File: src/rtl/bus_pkg.sv
// Shared definitions for the three-bus datapath sequencer: opcodes, ALU
// operation codes, controller state encoding and bus register codes.
package bus_pkg;

    // Memory handshake watchdog
    localparam int MEM_TIMEOUT = 255;
    localparam int TIMEOUT_W   = 8;

    // Instruction opcodes (instr[11:8]); 9..E are illegal
    localparam logic [3:0] OP_NOP   = 4'h0;
    localparam logic [3:0] OP_MOV   = 4'h1;
    localparam logic [3:0] OP_ADD   = 4'h2;
    localparam logic [3:0] OP_SUB   = 4'h3;
    localparam logic [3:0] OP_INC   = 4'h4;
    localparam logic [3:0] OP_LOAD  = 4'h5;
    localparam logic [3:0] OP_STORE = 4'h6;
    localparam logic [3:0] OP_JMP   = 4'h7;
    localparam logic [3:0] OP_JMPZ  = 4'h8;
    localparam logic [3:0] OP_END   = 4'hF;

    // ALU operation codes
    localparam logic [2:0] ALU_PASS = 3'd0;
    localparam logic [2:0] ALU_ADD  = 3'd1;
    localparam logic [2:0] ALU_SUB  = 3'd2;
    localparam logic [2:0] ALU_INC  = 3'd3;

    // Bus "nothing selected" codes
    localparam logic [3:0] CBUS_NONE = 4'b0000;
    localparam logic [2:0] BBUS_NONE = 3'b000;

    // General-purpose register codes on the C bus (write) and B bus (read).
    // The sequencer passes instruction fields through unchanged; these names
    // exist so datapath and programs agree on the encoding.
    localparam logic [3:0] REG0_C = 4'b0011;
    localparam logic [3:0] REG1_C = 4'b0100;
    localparam logic [3:0] REG2_C = 4'b0101;
    localparam logic [3:0] REG3_C = 4'b0110;
    localparam logic [2:0] REG0_B = 3'b011;
    localparam logic [2:0] REG1_B = 3'b100;
    localparam logic [2:0] REG2_B = 3'b101;
    localparam logic [2:0] REG3_B = 3'b110;

    // Controller states
    typedef enum logic [2:0] {
        ST_IDLE   = 3'd0,
        ST_FETCH  = 3'd1,
        ST_DECODE = 3'd2,
        ST_EXEC   = 3'd3,
        ST_MEM    = 3'd4,
        ST_HALT   = 3'd5,
        ST_ERR    = 3'd6
    } state_t;

    // Opcodes 0..8 and F are defined; everything else traps to ERR
    function automatic logic op_is_legal(input logic [3:0] op);
        return (op <= OP_JMPZ) || (op == OP_END);
    endfunction

    // ALU function for the register-to-register instructions
    function automatic logic [2:0] alu_op_for(input logic [3:0] op);
        logic [2:0] result;
        case (op)
            OP_ADD:  result = ALU_ADD;
            OP_SUB:  result = ALU_SUB;
            OP_INC:  result = ALU_INC;
            default: result = ALU_PASS;
        endcase
        return result;
    endfunction

endpackage

File: src/rtl/seq_timeout.sv
// Memory-handshake watchdog: counts cycles spent waiting for mem_ready and
// flags the cycle in which the wait would reach LIMIT.
module seq_timeout #(
    parameter int WIDTH = 8,
    parameter int LIMIT = 255
) (
    input  logic clock,
    input  logic reset,
    input  logic clear,
    input  logic inc,
    output logic expired
);

    localparam logic [WIDTH-1:0] LAST = WIDTH'(LIMIT - 1);

    logic [WIDTH-1:0] count_reg;

    // Wait counter: clear has priority, saturates at the last count before LIMIT
    always_ff @(posedge clock) begin
        if (reset || clear) begin
            count_reg <= '0;
        end else if (inc && (count_reg != LAST)) begin
            count_reg <= count_reg + 1'b1;
        end
    end

    // The LIMIT-th waiting cycle without mem_ready is the expiry cycle;
    // a mem_ready in that same cycle still wins in the controller.
    assign expired = inc && (count_reg == LAST);

endmodule

File: src/rtl/bus_sequencer.sv
// Multi-cycle controller for the three-bus register datapath. Fetches over a
// mem_ready handshake, decodes, then drives bus selects, ALU op and PC
// controls. State changes on posedge so controls are settled before the
// datapath writes registers on negedge.
module bus_sequencer
    import bus_pkg::*;
#(
    parameter int MEM_TIMEOUT_CYCLES = MEM_TIMEOUT
) (
    input  logic        clock,
    input  logic        reset,
    input  logic        start,
    input  logic [11:0] instr,
    input  logic        mem_ready,
    input  logic        z_flag,
    output logic        mem_rd,
    output logic        mem_wr,
    output logic        ir_load,
    output logic        pc_inc,
    output logic        pc_load,
    output logic [3:0]  cbus_en,
    output logic [2:0]  bbus_en,
    output logic [2:0]  alu_op,
    output logic        busy,
    output logic        done,
    output logic        err
);

    state_t     state_reg;
    logic [3:0] opcode_reg;
    logic [3:0] c_sel_reg;
    logic [2:0] b_sel_reg;
    logic       done_reg;

    logic       waiting;
    logic       to_clear;
    logic       to_inc;
    logic       to_expired;

    // instr[3] is a spare bit in the instruction format
    logic       unused_instr_bit;
    assign unused_instr_bit = instr[3];

    // Only FETCH and MEM wait on memory; outside them the counter is held at
    // zero, which also gives the clear-on-entry behaviour for free.
    assign waiting  = (state_reg == ST_FETCH) || (state_reg == ST_MEM);
    assign to_clear = !waiting || mem_ready;
    assign to_inc   = waiting && !mem_ready;

    seq_timeout #(
        .WIDTH (TIMEOUT_W),
        .LIMIT (MEM_TIMEOUT_CYCLES)
    ) u_timeout (
        .clock   (clock),
        .reset   (reset),
        .clear   (to_clear),
        .inc     (to_inc),
        .expired (to_expired)
    );

    // Controller state, latched instruction fields and the HALT-entry pulse
    always_ff @(posedge clock) begin
        if (reset) begin
            state_reg  <= ST_IDLE;
            opcode_reg <= OP_NOP;
            c_sel_reg  <= CBUS_NONE;
            b_sel_reg  <= BBUS_NONE;
            done_reg   <= 1'b0;
        end else begin
            done_reg <= 1'b0;
            case (state_reg)
                ST_IDLE: begin
                    if (start) begin
                        state_reg <= ST_FETCH;
                    end
                end
                ST_FETCH: begin
                    if (mem_ready) begin
                        state_reg <= ST_DECODE;
                    end else if (to_expired) begin
                        state_reg <= ST_ERR;
                    end
                end
                ST_DECODE: begin
                    opcode_reg <= instr[11:8];
                    c_sel_reg  <= instr[7:4];
                    b_sel_reg  <= instr[2:0];
                    if (instr[11:8] == OP_END) begin
                        state_reg <= ST_HALT;
                        done_reg  <= 1'b1;
                    end else if (!op_is_legal(instr[11:8])) begin
                        state_reg <= ST_ERR;
                    end else begin
                        state_reg <= ST_EXEC;
                    end
                end
                ST_EXEC: begin
                    if ((opcode_reg == OP_LOAD) || (opcode_reg == OP_STORE)) begin
                        state_reg <= ST_MEM;
                    end else begin
                        state_reg <= ST_FETCH;
                    end
                end
                ST_MEM: begin
                    if (mem_ready) begin
                        state_reg <= ST_FETCH;
                    end else if (to_expired) begin
                        state_reg <= ST_ERR;
                    end
                end
                ST_HALT: state_reg <= ST_HALT;
                ST_ERR:  state_reg <= ST_ERR;
                default: state_reg <= ST_ERR;
            endcase
        end
    end

    // Control decode from registered state and latched fields; mem_ready and
    // z_flag only qualify the few controls that depend on them.
    always_comb begin
        mem_rd  = 1'b0;
        mem_wr  = 1'b0;
        ir_load = 1'b0;
        pc_inc  = 1'b0;
        pc_load = 1'b0;
        cbus_en = CBUS_NONE;
        bbus_en = BBUS_NONE;
        alu_op  = ALU_PASS;
        case (state_reg)
            ST_FETCH: begin
                mem_rd  = 1'b1;
                ir_load = mem_ready;
            end
            ST_DECODE: begin
                pc_inc = 1'b1;
            end
            ST_EXEC: begin
                case (opcode_reg)
                    OP_MOV, OP_ADD, OP_SUB, OP_INC: begin
                        bbus_en = b_sel_reg;
                        cbus_en = c_sel_reg;
                        alu_op  = alu_op_for(opcode_reg);
                    end
                    OP_JMP: begin
                        bbus_en = b_sel_reg;
                        pc_load = 1'b1;
                    end
                    OP_JMPZ: begin
                        bbus_en = b_sel_reg;
                        pc_load = z_flag;
                    end
                    default: begin
                    end
                endcase
            end
            ST_MEM: begin
                // LOAD only writes the C bus and STORE only reads the B bus,
                // so a MEM cycle never reads and writes the same register.
                if (opcode_reg == OP_LOAD) begin
                    mem_rd = 1'b1;
                    if (mem_ready) begin
                        cbus_en = c_sel_reg;
                    end
                end else begin
                    mem_wr  = 1'b1;
                    bbus_en = b_sel_reg;
                end
            end
            default: begin
            end
        endcase
    end

    // Status flags
    assign busy = (state_reg != ST_IDLE) && (state_reg != ST_HALT) && (state_reg != ST_ERR);
    assign done = done_reg;
    assign err  = (state_reg == ST_ERR);

endmodule

File: config.mk
export PLATFORM = sky130hd
export DESIGN_NAME = bus_sequencer
export DESIGN_NICKNAME = d
export VERILOG_FILES = /design/src/rtl/bus_pkg.sv /design/src/rtl/seq_timeout.sv /design/src/rtl/bus_sequencer.sv
export SDC_FILE = /design/constraint.sdc
export NUM_CORES = 1
export LEC_CHECK = 0
export CAP_MARGIN = 20
export CORE_MARGIN = 2
export CORE_UTILIZATION = 45
export DETAILED_ROUTE_END_ITERATION = 8
export PLACE_DENSITY_LB_ADDON = 0.05
export SKIP_CTS_REPAIR_TIMING = 1
export SYNTH_ARGS = -nofsm -noshare
export SYNTH_HDL_FRONTEND = slang
export SYNTH_SLANG_ARGS = --single-unit
File: constraint.sdc
create_clock -name clock -period 3.8 [get_ports clock]
set_clock_uncertainty 0.1 [all_clocks]
set_input_delay 0.57 -clock clock [delete_from_list [all_inputs] [get_ports clock]]
set_output_delay 0.57 -clock clock [all_outputs]
set_load 0.1 [all_outputs]
==> results.sh <==
export IMPL_drive_gt1_share_pct=11.06
export IMPL_reg2reg_to="opcode_reg[1]$_SDFFE_PP0P_"
export IMPL_cts_tree="done"
export IMPL_fin_ws_ps=784.8
export IMPL_clockRootBuffer="clkbuf_4"
export IMPL_slew_headroom_pct=35.51
export IMPL_core_rowCount=19
export IMPL_avgViaCountPerCell=5.639
export IMPL_ant_nets=0
export IMPL_worst_slew_pin_slew_ps=964.4
export IMPL_dr_pass1_iters=4
export IMPL_required_ps=3130
export IMPL_async_flop_share_pct=0
export IMPL_r2r_setup_slack_ps=1720
export IMPL_grt_max_degree=18
export IMPL_cts_sinks=23
export IMPL_vias=1297
export IMPL_regArea_um2=460.4
export IMPL_yosysTopAreaCell="dfxtp_1"
export IMPL_min_from="b_sel_reg[0]$_SDFFE_PP0P_"
export IMPL_syn_area_per_cell_um2=7.514
export IMPL_syn_cell_area_um2=1323
export IMPL_ir_drop_uv=488.3
export IMPL_power_density_nw_per_um2=413.1
export IMPL_synth_edf_count=0
export IMPL_ys_types=41
export IMPL_cp_cell_sequence="nor2b_1, nand2_1, inv_1, buf_4"
export IMPL_nets=219
export IMPL_grt_pass1_wl_mm=5.071
export IMPL_synth_area_top_cells="dfxtp_1 35%, nand2_1 7.9%, a21oi_1 7.6%"
export IMPL_start_util_pct=47.55
export IMPL_maxCapViolCount=0
export IMPL_hold_violations=0
export IMPL_die_area_um2=3388
export IMPL_synth_seq_cells=23
export IMPL_yosysSeqAreaShare_pct=34.82
export IMPL_p_leak_nw=0.5535
export IMPL_largest_reg_flops=8
export IMPL_yosys_cell_count_top_type="nand2_1"
export IMPL_hold_class="reg -> reg"
export IMPL_clockBufferDepth=2
export IMPL_fin_crit_sh_pct=79.35
export IMPL_die_x_um=58.21
export IMPL_dp_hpwl_mm=2.347
export IMPL_timing_fmax_ghz=0.3317
export IMPL_yosysWarnings=0
export IMPL_multi_input_comb_area_um2=800.8
export IMPL_first_global_vias=1179
export IMPL_die_h_um=58.21
export IMPL_rr_worst_depth=5
export IMPL_place_congestion=0.7836
export IMPL_syn_nets=195
export IMPL_area_delta_synth_final_pct=22.61
export IMPL_antenna_found_initial=0
export IMPL_core_area_um2=2781
export IMPL_cts_htree_levels=1
export IMPL_dp_cells=226
export IMPL_post_place_ws_ps=1146
export IMPL_post_route_min_period_ps=3015
export IMPL_rsz0062_at_grt="no"
export IMPL_cts_buffers=3
export IMPL_hold_depth=2
export IMPL_synth_commonest_cells="28 x nand2_1, 23 x dfxtp_1, 20 x a21oi_1"
export IMPL_overflow=0
export IMPL_path_max_fanout=15
export IMPL_drv_slew=0
export IMPL_io_pin_count=35
export IMPL_first_iter_violations=72
export IMPL_start_kind="flip-flop"
export IMPL_synth_flop_cell="dfxtp_1"
export IMPL_cp_arrival_ps=2350
export IMPL_critical_path_class="reg -> out"
export IMPL_syn_inst=176
export IMPL_status="finished clean"
export IMPL_drc=0
export IMPL_finalWirelength_mm=3.106
export IMPL_insertion_delay_ps=310
export IMPL_antennaDiodeCount=0
export IMPL_crit_slowest_cell="dfxtp_1"
export IMPL_stdcell_count=230
export IMPL_holdPathEnd="b_sel_reg[0]$_SDFFE_PP0P_"
export IMPL_synth_top_area_share_pct=34.82
export IMPL_cts_reportedPaths_clkPinSlew_ps=130
export IMPL_end_kind="primary output"
export IMPL_fill_cells=252
export IMPL_io_buffer_count=32
export IMPL_wire_per_inst_um=13.50
export IMPL_grt_total_usage_pct=19.23
export IMPL_regToRegStartpoint="state_reg[1]$_SDFFE_PP0P_"
export IMPL_cp_slowest_stage_delay_ps=620
export IMPL_utilization_pct=58.30
export IMPL_whs_ps=361.5
export IMPL_finalSetupViolations=0
[worst max-delay path: cells and delay by family (launching register included)]
family	cells	cell delay, ps
buf+inv	2	750
flops	1	620
simple gates	2	650
[power breakdown]
part,switching (mW),internal [mW]
clock,0.0735,0.0409
combinational,0.186,0.0787
sequential,0.0334,0.257
[cell usage in the layout, fill, tap and decap left out, types with 4 or more instances in the layout]
cell type        instances
a21oi_1                 20
xnor2_1                  5
nand2_1                 28
o21ai_0                  5
nor2_1                  12
dfxtp_1                 23
inv_1                    4
clkdlybuf4s50_1         16
buf_4                   16
nor3_1                   5
nand3_1                  5
nor2b_1                  8
nor3b_1                  4
[how the worst max path moves through the flow]
| stage | end | from | slack (ps) |
|---|---|---|---|
| finish | pc_inc | state_reg[1]$_SDFFE_PP0P_ | 780 |
| global route | pc_inc | state_reg[1]$_SDFFE_PP0P_ | 600 |
| CTS | pc_inc | state_reg[1]$_SDFFE_PP0P_ | 770 |
| detailed placement | pc_inc | state_reg[1]$_SDFFE_PP0P_ | 1150 |
| global placement | pc_inc | state_reg[1]$_SDFFE_PP0P_ | 1160 |
| floorplan | bbus_en[0] | state_reg[2]$_SDFFE_PP0P_ | -60 |
[layout make-up]
class / count / share of cell area [%]
sequential: 23 / 28.40
multi-input combinational: 136 / 49.38
inverter: 4 / 0.9259
timing repair buffer: 32 / 17.28
tap: 31 / 2.392
clock buffer: 4 / 1.620
[kinds of logic (layout without fill, tap and decap cells)]
| family | Yosys count | after routing | share of synthesized area [%] |
|---|---|---|---|
| fa+ha+maj | 2 | 2 | 1.892 |
| other cells | 1 | 1 | 0.2835 |
| buf+inv | 17 | 40 | 5.108 |
| xor+xnor | 8 | 8 | 5.298 |
| simple gates | 86 | 86 | 34.53 |
| flops | 23 | 23 | 34.82 |
| compound gates | 39 | 39 | 18.07 |
[per-layer routing]
| metal | global-route usage (%) | routed length (µm) |
|---|---|---|
| met4 | 7.973 | 63 |
| met5 | 0 | 0 |
| met3 | 3.125 | 143 |
| met1 | 23.03 | 1353 |
| met2 | 33.93 | 1545 |
[per-stage QoR]
stage	setup TNS [ps]	total power [mW]	instance area (µm²)
after floorplan	-173.4	0.5016	1329
after global placement	0	0.5564	1595
after detailed placement	0	0.5609	1595
after CTS	0	0.6747	1622
after global routing	0	0.7065	1622
final	0	0.6698	1622
Power figures use the tool's default switching activity.
